--- src/rtl/io_in_pkg.sv ---
// Shared register map for the memory-mapped input peripheral.
// The same word indices and base address are used by io and the top-level decode.
package io_in_pkg;

  typedef enum logic [1:0] {
    IO_LEVEL  = 2'd0,
    IO_RISE   = 2'd1,
    IO_FALL   = 2'd2,
    IO_IRQ_EN = 2'd3
  } io_reg_e;

  localparam int IO_BASE = 256;

endpackage

--- src/rtl/io_in_debounce.sv ---
// One input bit: optional inversion, 2-flop synchroniser, stability counter and
// accepted level, plus one-cycle rise/fall strobes that coincide with a level update.
module io_in_debounce #(
  parameter int DEBOUNCE_CYCLES = 500000,
  parameter bit ACTIVE_LOW      = 1'b1
) (
  input  logic clk,
  input  logic RST,
  input  logic pin,
  output logic level,
  output logic rise,
  output logic fall
);

  localparam int CW = $clog2(DEBOUNCE_CYCLES);
  localparam logic [CW-1:0] CNT_MAX = CW'(DEBOUNCE_CYCLES - 1);

  logic          pin_pol;
  logic          sync_a;
  logic          sync_b;
  logic [CW-1:0] cnt;
  logic          accept;

  assign pin_pol = ACTIVE_LOW ? ~pin : pin;

  // The strobes are asserted during the cycle whose edge updates level.
  assign accept = (sync_b != level) && (cnt == CNT_MAX);
  assign rise   = accept && sync_b;
  assign fall   = accept && !sync_b;

  always_ff @(posedge clk) begin
    if (RST) begin
      sync_a <= 1'b0;
      sync_b <= 1'b0;
      cnt    <= '0;
      level  <= 1'b0;
    end else begin
      sync_a <= pin_pol;
      sync_b <= sync_a;
      if (sync_b == level) begin
        cnt <= '0;
      end else if (accept) begin
        level <= sync_b;
        cnt   <= '0;
      end else begin
        cnt <= cnt + 1'b1;
      end
    end
  end

endmodule

--- src/rtl/io_in.sv ---
// Memory-mapped input peripheral: debounced pin levels, W1C rise/fall event
// registers, an irq mask and a registered interrupt line.
module io_in
  import io_in_pkg::*;
#(
  parameter int WIDTH           = 32,
  parameter int IN_WIDTH        = 4,
  parameter int DEBOUNCE_CYCLES = 500000,
  parameter bit ACTIVE_LOW      = 1'b1
) (
  input  logic                clk,
  input  logic                RST,
  input  logic [IN_WIDTH-1:0] pin_in,
  input  logic [1:0]          io_addr,
  input  logic [WIDTH-1:0]    io_data_in,
  input  logic                io_w_en,
  input  logic                io_r_en,
  output logic [WIDTH-1:0]    io_data_out,
  output logic                irq
);

  logic [IN_WIDTH-1:0] level;
  logic [IN_WIDTH-1:0] rise_set;
  logic [IN_WIDTH-1:0] fall_set;
  logic [IN_WIDTH-1:0] rise_q;
  logic [IN_WIDTH-1:0] fall_q;
  logic [IN_WIDTH-1:0] irq_en_q;
  logic [IN_WIDTH-1:0] rise_nxt;
  logic [IN_WIDTH-1:0] fall_nxt;
  logic [IN_WIDTH-1:0] irq_en_nxt;
  logic [IN_WIDTH-1:0] wdata;
  logic                unused_wdata;

  assign wdata        = io_data_in[IN_WIDTH-1:0];
  assign unused_wdata = ^io_data_in;

  for (genvar i = 0; i < IN_WIDTH; i++) begin : g_bit
    io_in_debounce #(
      .DEBOUNCE_CYCLES(DEBOUNCE_CYCLES),
      .ACTIVE_LOW     (ACTIVE_LOW)
    ) u_debounce (
      .clk  (clk),
      .RST  (RST),
      .pin  (pin_in[i]),
      .level(level[i]),
      .rise (rise_set[i]),
      .fall (fall_set[i])
    );
  end

  // Clear is applied before set so a new event in the clearing cycle survives.
  always_comb begin
    rise_nxt   = rise_q;
    fall_nxt   = fall_q;
    irq_en_nxt = irq_en_q;
    if (io_w_en) begin
      case (io_reg_e'(io_addr))
        IO_RISE:   rise_nxt   = rise_q & ~wdata;
        IO_FALL:   fall_nxt   = fall_q & ~wdata;
        IO_IRQ_EN: irq_en_nxt = wdata;
        default:   ;
      endcase
    end
    rise_nxt = rise_nxt | rise_set;
    fall_nxt = fall_nxt | fall_set;
  end

  always_ff @(posedge clk) begin
    if (RST) begin
      rise_q   <= '0;
      fall_q   <= '0;
      irq_en_q <= '0;
      irq      <= 1'b0;
    end else begin
      rise_q   <= rise_nxt;
      fall_q   <= fall_nxt;
      irq_en_q <= irq_en_nxt;
      irq      <= |((rise_nxt | fall_nxt) & irq_en_nxt);
    end
  end

  // Reads come from current register contents, so a same-cycle write is not visible.
  always_comb begin
    io_data_out = '0;
    if (io_r_en) begin
      case (io_reg_e'(io_addr))
        IO_LEVEL:  io_data_out = WIDTH'(level);
        IO_RISE:   io_data_out = WIDTH'(rise_q);
        IO_FALL:   io_data_out = WIDTH'(fall_q);
        IO_IRQ_EN: io_data_out = WIDTH'(irq_en_q);
        default:   io_data_out = '0;
      endcase
    end
  end

endmodule

--- config.mk ---
export PLATFORM = sky130hd
export DESIGN_NAME = io_in
export DESIGN_NICKNAME = d
export VERILOG_FILES = /design/src/rtl/io_in_pkg.sv /design/src/rtl/io_in_debounce.sv /design/src/rtl/io_in.sv
export SDC_FILE = /design/constraint.sdc
export NUM_CORES = 1
export LEC_CHECK = 0
export BUFFER_PORTS_ARGS = -buffer_cell sky130_fd_sc_hd__buf_4
export CORE_UTILIZATION = 57
export DETAILED_ROUTE_END_ITERATION = 12
export HOLD_SLACK_MARGIN = 0.08
export PLACE_DENSITY = 0.82
export RECOVER_POWER = 50
export SETUP_SLACK_MARGIN = 0.02
export SYNTH_ARGS = -nofsm -noshare
export SYNTH_HDL_FRONTEND = slang
export SYNTH_HIERARCHICAL = 1
export SYNTH_SLANG_ARGS = --single-unit
--- constraint.sdc ---
create_clock -name clk -period 2.86 [get_ports clk]
set_input_delay 0.572 -clock clk [delete_from_list [all_inputs] [get_ports clk]]
set_output_delay 0.572 -clock clk [all_outputs]
set_load 0.01 [all_outputs]
==> impl_metrics.env, run 1 <==
export IMPL_ys_warn_count=6
export IMPL_required_ps=3150
export IMPL_io_pins=75
export IMPL_vias_per_cell=5.76
export IMPL_setup_tns_ps=0
export IMPL_cts_hold_buf=0
export IMPL_p_int_uw=1790
export IMPL_run_status="finished clean"
export IMPL_placed_area_um2=5010
export IMPL_maxSlewViolCount=0
export IMPL_ctsResizeCount=0
export IMPL_synth_area_per_cell_um2=9.14
export IMPL_grt_busiest_layer="met2"
export IMPL_grt_pass1_wl_um=15000
export IMPL_switching_share=0.238
export IMPL_clk_root_buffer_cell="clkbuf_8"
export IMPL_rows=33
export IMPL_critPathArrivalTime_ps=2540
export IMPL_dp_hpwl_um=6460
export IMPL_grt_use_met2=0.354
export IMPL_grt_use_met1=0.259
export IMPL_critPathMaxFanout=5
export IMPL_final_nets=603
export IMPL_dp_cells=651
export IMPL_switchingPower_uw=560
export IMPL_worst_slew_pin_slew_ps=1240
export IMPL_post_cts_buffers=0
export IMPL_yosys_top_cells_area="dfxtp_1, xor2_1, nor2_1, buf_4, a21oi_1"
export IMPL_synth_top_cell_area_share=0.406
export IMPL_combPwrFrac=0.033
export IMPL_area_growth_pct=3.79
export IMPL_h_tree_depth=3
export IMPL_tritoncts="done"
export IMPL_core_area_um2=8340
export IMPL_fin_crit_ps=2250
export IMPL_reg2reg_depth=7
export IMPL_skew_ps=12.5
export IMPL_pwr_share_seq=0.603
export IMPL_synth_async_reset_ratio=0
export IMPL_synth_edf_count=0
export IMPL_final_instance_count_excl_fill=667
export IMPL_p_per_area_nw_per_um2=455
export IMPL_worstHoldStart="pin_in[3]"
export IMPL_drive_gt1_frac=0.0907
export IMPL_reg2reg_to="irq$_SDFF_PP0_"
export IMPL_clock_path_buffers=2
export IMPL_r2r_start="g_bit[2].u_debounce/cnt[12]$_SDFF_PP0_"
export IMPL_syn_area_um2=4980
export IMPL_total_power_uw=2350
export IMPL_insertion_delay_ps=360
export IMPL_clock_sinks=101
export IMPL_cts_buffers=9
export IMPL_synthTopCellsByCount="dfxtp_1, nor2_1, a21oi_1"
export IMPL_setup_violations_final=0
export IMPL_hold_depth=2
export IMPL_clk_pin_slew_ps=100
export IMPL_diodes=0
export IMPL_vias=3841
export IMPL_dr_pass1_iters=4
export IMPL_ys_flop_type="dfxtp_1"
export IMPL_fp_dieH_um=95.5
export IMPL_end_kind="register"
export IMPL_synthDistinctLibCells=40
export IMPL_final_area_um2=5170
export IMPL_rsz0062_at_grt="false"
export IMPL_ys_seq_elements=101
export IMPL_min_to="g_bit[3].u_debounce/sync_a$_SDFF_PP0_"
export IMPL_yosysMostFrequentCell="dfxtp_1"
export IMPL_maxCapViolations=0
export IMPL_gp_congestion=0.801
export IMPL_initial_core_util=0.597
export IMPL_yosysSeqAreaShare=0.406
export IMPL_grt_start_max_net_pins=30
export IMPL_die_w_um=95.5
export IMPL_postSynthCellCount=545
export IMPL_power_leakage_uw=0.00172
export IMPL_fillers=690
export IMPL_synth_largest_area_cell="dfxtp_1"
export IMPL_grt_pass1_vias=3484
export IMPL_dieArea_um2=9120
export IMPL_dr_first_iter_drc_count=129
export IMPL_drt_wl_total_um=9130
export IMPL_max_freq_ghz=0.445
export IMPL_drc=0
export IMPL_timing_slew_headroom=0.173
export IMPL_io_buffers=18
export IMPL_pwr_share_clk=0.363
export IMPL_period_share=0.786
export IMPL_hold_violations=0
export IMPL_hp_class="input port to register"
export IMPL_fin_util=0.620
export IMPL_gr_total_overflow=0
export IMPL_ant_nets=0
export IMPL_crit_type="register to register"
export IMPL_antenna_found_initial=0
export IMPL_wl_per_cell_um=13.7
export IMPL_r2r_slack_ps=610
export IMPL_grt_use_met3=0.0303
export IMPL_ir_drop_v=0.000223
export IMPL_worst_setup_path_start_kind="register"
export IMPL_track_usage=0.206
## critical path: stages (launching register included)
cell	delay [ps]
dfxtp_1	370
or4b_1	580
nor4_1	480
nand3b_1	220
nor2_1	170
a21oi_1	70
a21oi_1	140
o41a_1	160
## layout make-up
class	count	area, um2	share of cell area
Clock inverter	5	41.3	0.00799
Sequential cell	101	2020	0.391
Clock buffer	11	141	0.0273
Timing Repair Buffer	18	128	0.0247
Multi-Input combinational cell	422	2690	0.520
Tap cell	105	131	0.0254
Inverter	5	18.8	0.00363
## power by group through the flow
stage | logic [uW] | clock network (uW) | registers, uW
after floorplan | 83.5 | 0 | 1450
after global placement | 76.2 | 0 | 1450
after detailed placement | 78.2 | 0 | 1450
after CTS | 78.5 | 874 | 1420
after global routing | 88.2 | 929 | 1420
final | 77.9 | 854 | 1420
## flip-flops by register name (all words and copies together), names as in the netlist
register	flops
irq	1
fall_q	4
g_bit.u_debounce/sync_b	4
g_bit.u_debounce/cnt	76
g_bit.u_debounce/sync_a	4
irq_en_q	4
rise_q	4
g_bit.u_debounce/level	4
## cell families after synthesis
group	count (synthesis)	synth area share
AOI/OAI and AO/OA	85	0.100
muxes	8	0.0291
buffers and inverters	49	0.0718
other	1	0.000753
xor gates and xnor gates	40	0.0703
DFF	101	0.406
adders and majority gates	4	0.0100
and+or+nand+nor	257	0.311
## layer usage
layer  vias to the layer above  wire length (um)
met5                         -                 0
met4                         0               128
met3                        13               296
met2                        79              4370
met1                      1830              4340
li1                       1919                 -
## worst max path at each step
stage                                           startpoint        endpoint  cells after the start
floorplan            g_bit[1].u_debounce/cnt[0]$_SDFF_PP0_  irq$_SDFF_PP0_                      9
global placement                                io_addr[0]  io_data_out[3]                      4
detailed placement                              io_addr[0]  io_data_out[0]                      4
CTS                                             io_addr[0]  io_data_out[0]                      4
global route         g_bit[3].u_debounce/cnt[0]$_SDFF_PP0_  irq$_SDFF_PP0_                      8
finish              g_bit[2].u_debounce/cnt[12]$_SDFF_PP0_  irq$_SDFF_PP0_                      7
## through the flow
step,hold WS [ps],setup WS [ps]
floorplan,411,877
global placement,421,648
detailed placement,427,641
CTS,352,640
global route,362,446
finish,365,611
## cell usage in the layout (no fill, tap or decap), drive strengths merged, types with 8 or more instances in the layout
cell / count
or2b: 8
nand2: 32
dfxtp: 101
inv: 8
nor2: 72
and2: 12
and4: 12
and3: 12
nand4: 20
nand3: 21
o21ai: 28
or3: 20
a21oi: 48
clkbuf: 13
xor2: 36
conb: 28
o31ai: 8
nand4b: 8
or4: 8
buf: 16
nand4bb: 8
(Power assumes the default switching activity.)
==> run 2, diff against run 1 <==
==> constraint.sdc (replaced) <==
create_clock -name clk -period 2.1 [get_ports clk]
set_input_delay 0.42 -clock clk [delete_from_list [all_inputs] [get_ports clk]]
set_output_delay 0.42 -clock clk [all_outputs]
set_load 0.01 [all_outputs]
==> run 2 against run 1 <==
Maximum frequency grew 12%. Critical path depth is the same. Sequential share of layout area is 0.84 points lower. Combinational power rose by 37%. Count of clock-buffer cells in the layout shrank 1. Power increased by 38%. Die area unchanged. First-iteration DRC count fell by 9.3%. Flip-flop and latch count unchanged. Non-clock buffer count grew 9. Critical path type unchanged. Largest cell class unchanged. Largest power group unchanged. Highest routed layer unchanged.
==> impl_metrics.env, run 2 (synthesis gave the netlist of run 1 again) <==
export IMPL_required_ps=2410
export IMPL_drive_gt1_frac=0.114
export IMPL_drc=0
export IMPL_critPathArrivalTime_ps=2310
export IMPL_period_share=0.952
export IMPL_grt_use_met2=0.365
export IMPL_cts_buffers=9
export IMPL_final_instance_count_excl_fill=676
export IMPL_clock_path_buffers=2
export IMPL_ir_drop_v=0.000286
export IMPL_maxSlewViolCount=0
export IMPL_crit_top_cell="a21oi_1"
export IMPL_gr_total_overflow=0
export IMPL_slowest_delay_ps=570
export IMPL_drt_wl_total_um=9640
export IMPL_cp_slowest_cell="or4b_4"
export IMPL_dr_pass1_iters=4
export IMPL_fin_crit_ps=2000
export IMPL_dr_first_iter_drc_count=117
export IMPL_antenna_found_initial=0
export IMPL_hold_violations=0
export IMPL_p_per_area_nw_per_um2=613
export IMPL_cp_num_buf_inv=0
export IMPL_insertion_delay_ps=370
export IMPL_dp_cells=660
export IMPL_dp_hpwl_um=6810
export IMPL_regArea_um2=2020
export IMPL_track_usage=0.218
export IMPL_worst_setup_path_start_kind="register"
export IMPL_place_ws_ps=61.1
export IMPL_fin_util=0.634
export IMPL_diodes=0
export IMPL_regMostFlops="g_bit.u_debounce/cnt"
export IMPL_final_common_cell="dfxtp_1"
export IMPL_area_growth_pct=6.08
export IMPL_final_cell_mix="dfxtp_1, nor2_1, a21oi_1"
export IMPL_total_power_uw=3240
export IMPL_clk_root_buffer_cell="clkbuf_8"
export IMPL_grt_busiest_layer="met2"
export IMPL_clock_sinks=101
export IMPL_gp_congestion=0.785
export IMPL_fillers=675
export IMPL_fp_dieH_um=95.5
export IMPL_grt_start_max_net_pins=30
export IMPL_power_leakage_uw=0.00177
export IMPL_setup_violations_final=0
export IMPL_final_nets=612
export IMPL_worstPathCellList="or4b_4, nor4_2, nand3b_1, nor2_1, a21oi_1, a21oi_1, o41a_1"
export IMPL_end_kind="register"
export IMPL_io_pins=75
export IMPL_hp_class="input port to register"
export IMPL_clk_pin_slew_ps=110
export IMPL_largest_register_ffs=76
export IMPL_setup_tns_ps=0
export IMPL_initial_core_util=0.597
export IMPL_grt_pass1_vias=3527
export IMPL_tritoncts="done"
export IMPL_run_status="finished clean"
export IMPL_io_buffers=18
export IMPL_grt_use_met3=0.0423
export IMPL_core_area_um2=8340
export IMPL_vias=3884
export IMPL_grt_pass1_wl_um=15700
export IMPL_post_cts_buffers=0
export IMPL_dieArea_um2=9120
export IMPL_critPathMaxFanout=5
export IMPL_timing_slew_headroom=0.152
export IMPL_vias_per_cell=5.75
export IMPL_crit_type="register to register"
export IMPL_rows=33
export IMPL_fin_ws_ps=101
export IMPL_wl_per_cell_um=14.3
export IMPL_max_freq_ghz=0.500
export IMPL_die_w_um=95.5
export IMPL_critical_path_top_delay_family="simple AND/OR/NAND/NOR gates"
export IMPL_multi_input_area_um2=2740
export IMPL_maxCapViolations=0
export IMPL_worst_slew_pin_slew_ps=1270
export IMPL_skew_ps=14.3
export IMPL_h_tree_depth=3
export IMPL_grt_use_met1=0.278
export IMPL_rsz0062_at_grt="false"
export IMPL_ant_nets=0
-- run 2: cell count changes in the layout (fill, tap and decap cells not counted), moves of 2 or more --
cell / change
buf_4: +6
a21oi_1: -4
a21oi_2: +4
nor4_1: -4
clkbuf_1: +2
clkinv_4: +2
nor4_2: +2
nor4_4: +2
-- run 2: final cells by class --
class                      instances  share of cell area
clock inverter                     6              0.0102
multi-input combinational        422               0.518
sequential                       101               0.383
timing repair buffer              27              0.0348
inverter                           5             0.00355
tap                              105              0.0249
clock buffer                      10              0.0260
-- run 2: metrics by stage --
| stage | hold WS [ps] | area, um2 |
|---|---|---|
| after floorplan | 411 | 5080 |
| after global placement | 421 | 5080 |
| after detailed placement | 429 | 5080 |
| after CTS | 186 | 5270 |
| after global routing | 189 | 5280 |
| final | 197 | 5280 |
-- run 2: report_power, final --
| part | switching (uW) | internal [uW] |
|---|---|---|
| Clock | 715 | 485 |
| Combinational | 72.1 | 35.0 |
| Sequential | 6.17 | 1930 |
-- run 2: layer usage --
metal,routed length [um],up-vias
met1,4480,1863
met4,119,0
met3,318,10
met5,0,-
li1,-,1932
met2,4730,79
-- run 2: worst paths after layout --
| path | from | to | cells past startpoint | slack, ps |
|---|---|---|---|---|
| min | pin_in[0] | g_bit[0].u_debounce/sync_a$_SDFF_PP0_ | 2 | 200 |
| max | g_bit[2].u_debounce/cnt[12]$_SDFF_PP0_ | irq$_SDFF_PP0_ | 7 | 100 |
| max reg2reg | g_bit[2].u_debounce/cnt[12]$_SDFF_PP0_ | irq$_SDFF_PP0_ | 7 | 100 |
| min reg2reg | g_bit[2].u_debounce/sync_a$_SDFF_PP0_ | g_bit[2].u_debounce/sync_b$_SDFF_PP0_ | 1 | 450 |
-- run 2: timing repair --
action                                  CTS  global route
resized for setup                         0            12
endpoints found under the setup margin    0             1
hold buffers                              0             0
-- run 2: worst reg2reg max path: stages (launching register included) --
cell      delay [ps]
dfxtp_1          380
or4b_4           570
nor4_2           290
nand3b_1         180
nor2_1           160
a21oi_1           70
a21oi_1          140
o41a_1           140
==> run 3, diff against run 2 <==
--- a/config.mk
+++ b/config.mk
@@ -5,6 +5,7 @@
 export SDC_FILE = /design/constraint.sdc
 export NUM_CORES = 1
 export LEC_CHECK = 0
+export ABC_AREA = 1
 export BUFFER_PORTS_ARGS = -buffer_cell sky130_fd_sc_hd__buf_4
 export CORE_UTILIZATION = 57
 export DETAILED_ROUTE_END_ITERATION = 12
==> run 3 against run 2 <==
Sequential share of layout area fell by 1.4 points. Clock skew fell by 3.9 ps. The run now ends with DRC left. Flip-flop and latch count did not move. Power rose by 0.18%. Non-clock buffer count fell by 9. First-iteration DRC count rose by 36%.
==> impl_metrics.env, run 3 <==
export IMPL_run_status="finished, violations left"
export IMPL_violations="DRC"
export IMPL_synth_top_cell_area_share=0.387
export IMPL_track_usage=0.223
export IMPL_final_common_cell="nand2_1"
export IMPL_min_to="g_bit[1].u_debounce/sync_a$_SDFF_PP0_"
export IMPL_setup_tns_ps=0
export IMPL_hold_depth=2
export IMPL_grt_use_met1=0.256
export IMPL_critPathArrivalTime_ps=1440
export IMPL_synth_area_per_cell_um2=6.80
export IMPL_hold_violations=0
export IMPL_clk_pin_slew_ps=110
export IMPL_gr_total_overflow=0
export IMPL_h_tree_depth=3
export IMPL_drt_wl_total_um=9990
export IMPL_critPathMaxFanout=4
export IMPL_p_per_area_nw_per_um2=592
export IMPL_total_power_uw=3240
export IMPL_timing_slew_headroom=0.114
export IMPL_synthTopCellsByCount="nand2_1, nor2_1, dfxtp_1"
export IMPL_initial_core_util=0.593
export IMPL_skew_ps=10.3
export IMPL_maxSlewViolCount=0
export IMPL_cts_buffers=9
export IMPL_r2r_slack_ps=260
export IMPL_area_growth_pct=4.94
export IMPL_clk_root_buffer_cell="clkbuf_8"
export IMPL_crit_type="input port to primary output"
export IMPL_final_cell_mix="nand2_1, nor2_1, dfxtp_1"
export IMPL_worst_slew_pin_slew_ps=1330
export IMPL_drive_gt1_frac=0.0628
export IMPL_core_area_um2=8810
export IMPL_end_kind="primary output"
export IMPL_dieArea_um2=9540
export IMPL_ctsResizeCount=0
export IMPL_synth_async_reset_ratio=0
export IMPL_io_buffers=18
export IMPL_grt_use_met3=0.0489
export IMPL_yosysMostFrequentCell="nand2_1"
export IMPL_post_cts_buffers=0
export IMPL_grt_pass1_vias=4299
export IMPL_reg2reg_to="irq$_SDFF_PP0_"
export IMPL_rows=34
export IMPL_final_instance_count_excl_fill=904
export IMPL_hp_class="input port to register"
export IMPL_synthDistinctLibCells=23
export IMPL_synth_edf_count=0
export IMPL_rsz0062_at_grt="false"
export IMPL_dp_hpwl_um=7410
export IMPL_yosysSeqAreaShare=0.387
export IMPL_maxCapViolations=0
export IMPL_worst_setup_path_start_kind="input port"
export IMPL_period_share=0.884
export IMPL_grt_start_max_net_pins=30
export IMPL_clock_path_buffers=2
export IMPL_vias_per_cell=5.03
export IMPL_ir_drop_v=0.000320
export IMPL_dp_cells=888
export IMPL_ys_seq_elements=101
export IMPL_power_leakage_uw=0.00184
export IMPL_grt_use_met2=0.396
export IMPL_synth_largest_area_cell="dfxtp_1"
export IMPL_insertion_delay_ps=370
export IMPL_setup_violations_final=0
export IMPL_die_w_um=97.7
export IMPL_max_freq_ghz=0.539
export IMPL_clock_sinks=101
export IMPL_cts_hold_buf=0
export IMPL_diodes=0
export IMPL_syn_area_um2=5220
export IMPL_grt_busiest_layer="met2"
export IMPL_largest_register_ffs=76
export IMPL_tritoncts="done"
export IMPL_final_nets=837
export IMPL_yosys_top_cells_area="dfxtp_1, nand2_1, nor2_1, inv_1, xor2_1"
export IMPL_reg2reg_depth=11
export IMPL_fp_dieH_um=97.7
export IMPL_drc=16
export IMPL_gp_congestion=0.895
export IMPL_vias=4550
export IMPL_fin_crit_ps=1860
export IMPL_dr_pass1_iters=11
export IMPL_wl_per_cell_um=11.0
export IMPL_postSynthCellCount=768
export IMPL_required_ps=1680
export IMPL_dr_first_iter_drc_count=159
export IMPL_antenna_found_initial=0
export IMPL_ys_warn_count=6
export IMPL_io_pins=75
export IMPL_r2r_start="g_bit[3].u_debounce/cnt[0]$_SDFF_PP0_"
export IMPL_ant_nets=0
export IMPL_grt_pass1_wl_um=17600
export IMPL_ys_flop_type="dfxtp_1"
export IMPL_regMostFlops="g_bit.u_debounce/cnt"
export IMPL_worstHoldStart="pin_in[1]"
## run 3: changes by cell type after synthesis, moves of 12 or more
| cell | before | now |
|---|---|---|
| nor2_1 | 72 | 187 |
| nand2_1 | 32 | 199 |
| and2_1 | 12 | 0 |
| o21ai_0 | 24 | 8 |
| a21oi_1 | 47 | 28 |
| inv_1 | 5 | 77 |
| nand3_1 | 20 | 40 |
| or3_1 | 20 | 0 |
## run 3: cells by family after synthesis
logic type                 Yosys count  synth area share
and+or+nand+nor                    461             0.370
adders and majority gates            4           0.00959
buffers and inverters              113             0.110
AOI/OAI and AO/OA                   44            0.0479
other                                1          0.000718
DFF                                101             0.387
xor gates and xnor gates            44            0.0738
## run 3: how the worst max path moves through the flow
stage	start	end	slack, ps	cells past startpoint
global placement	io_addr[0]	io_data_out[0]	250	5
finish	io_addr[0]	io_data_out[1]	240	5
CTS	io_addr[0]	io_data_out[1]	240	5
global route	g_bit[1].u_debounce/cnt[0]$_SDFF_PP0_	irq$_SDFF_PP0_	80	11
floorplan	g_bit[2].u_debounce/cnt[0]$_SDFF_PP0_	irq$_SDFF_PP0_	620	11
detailed placement	io_addr[0]	io_data_out[1]	250	5
## run 3: layout make-up
cell class | count | area, um2
Clock buffer | 9 | 124
Tap cell | 108 | 135
Timing Repair Buffer | 18 | 128
Multi-Input combinational cell | 581 | 2700
Clock inverter | 7 | 67.6
Inverter | 80 | 302
Fill cell | 819 | 3330
Sequential cell | 101 | 2020
## run 3: power breakdown
group          total (uW)  internal (uW)  switching [uW]
clock network        1190            464             726
registers            1930           1930            6.46
logic                 123           34.0            88.5
total                3240           2420             821
## run 3: routing by layer
metal / vias up / share of wire
met2: 105 / 0.48
met1: 2049 / 0.45
met4: 0 / 0.020
li1: 2376 / -
met5: - / 0
met3: 20 / 0.047
## run 3: critical path: stages
cell	delay, ps
buf_4	130
nor2_1	300
nand2_1	90
a41oi_1	310
buf_4	180
## run 3: through the flow
step	instance area, um2	hold WS (ps)	setup slack [ps]	utilization
finish	5480	179	244	0.622
global route	5480	169	83.3	0.622
CTS	5510	167	245	0.626
detailed placement	5320	396	253	0.604
global placement	5320	392	246	0.604
floorplan	5320	388	620	-
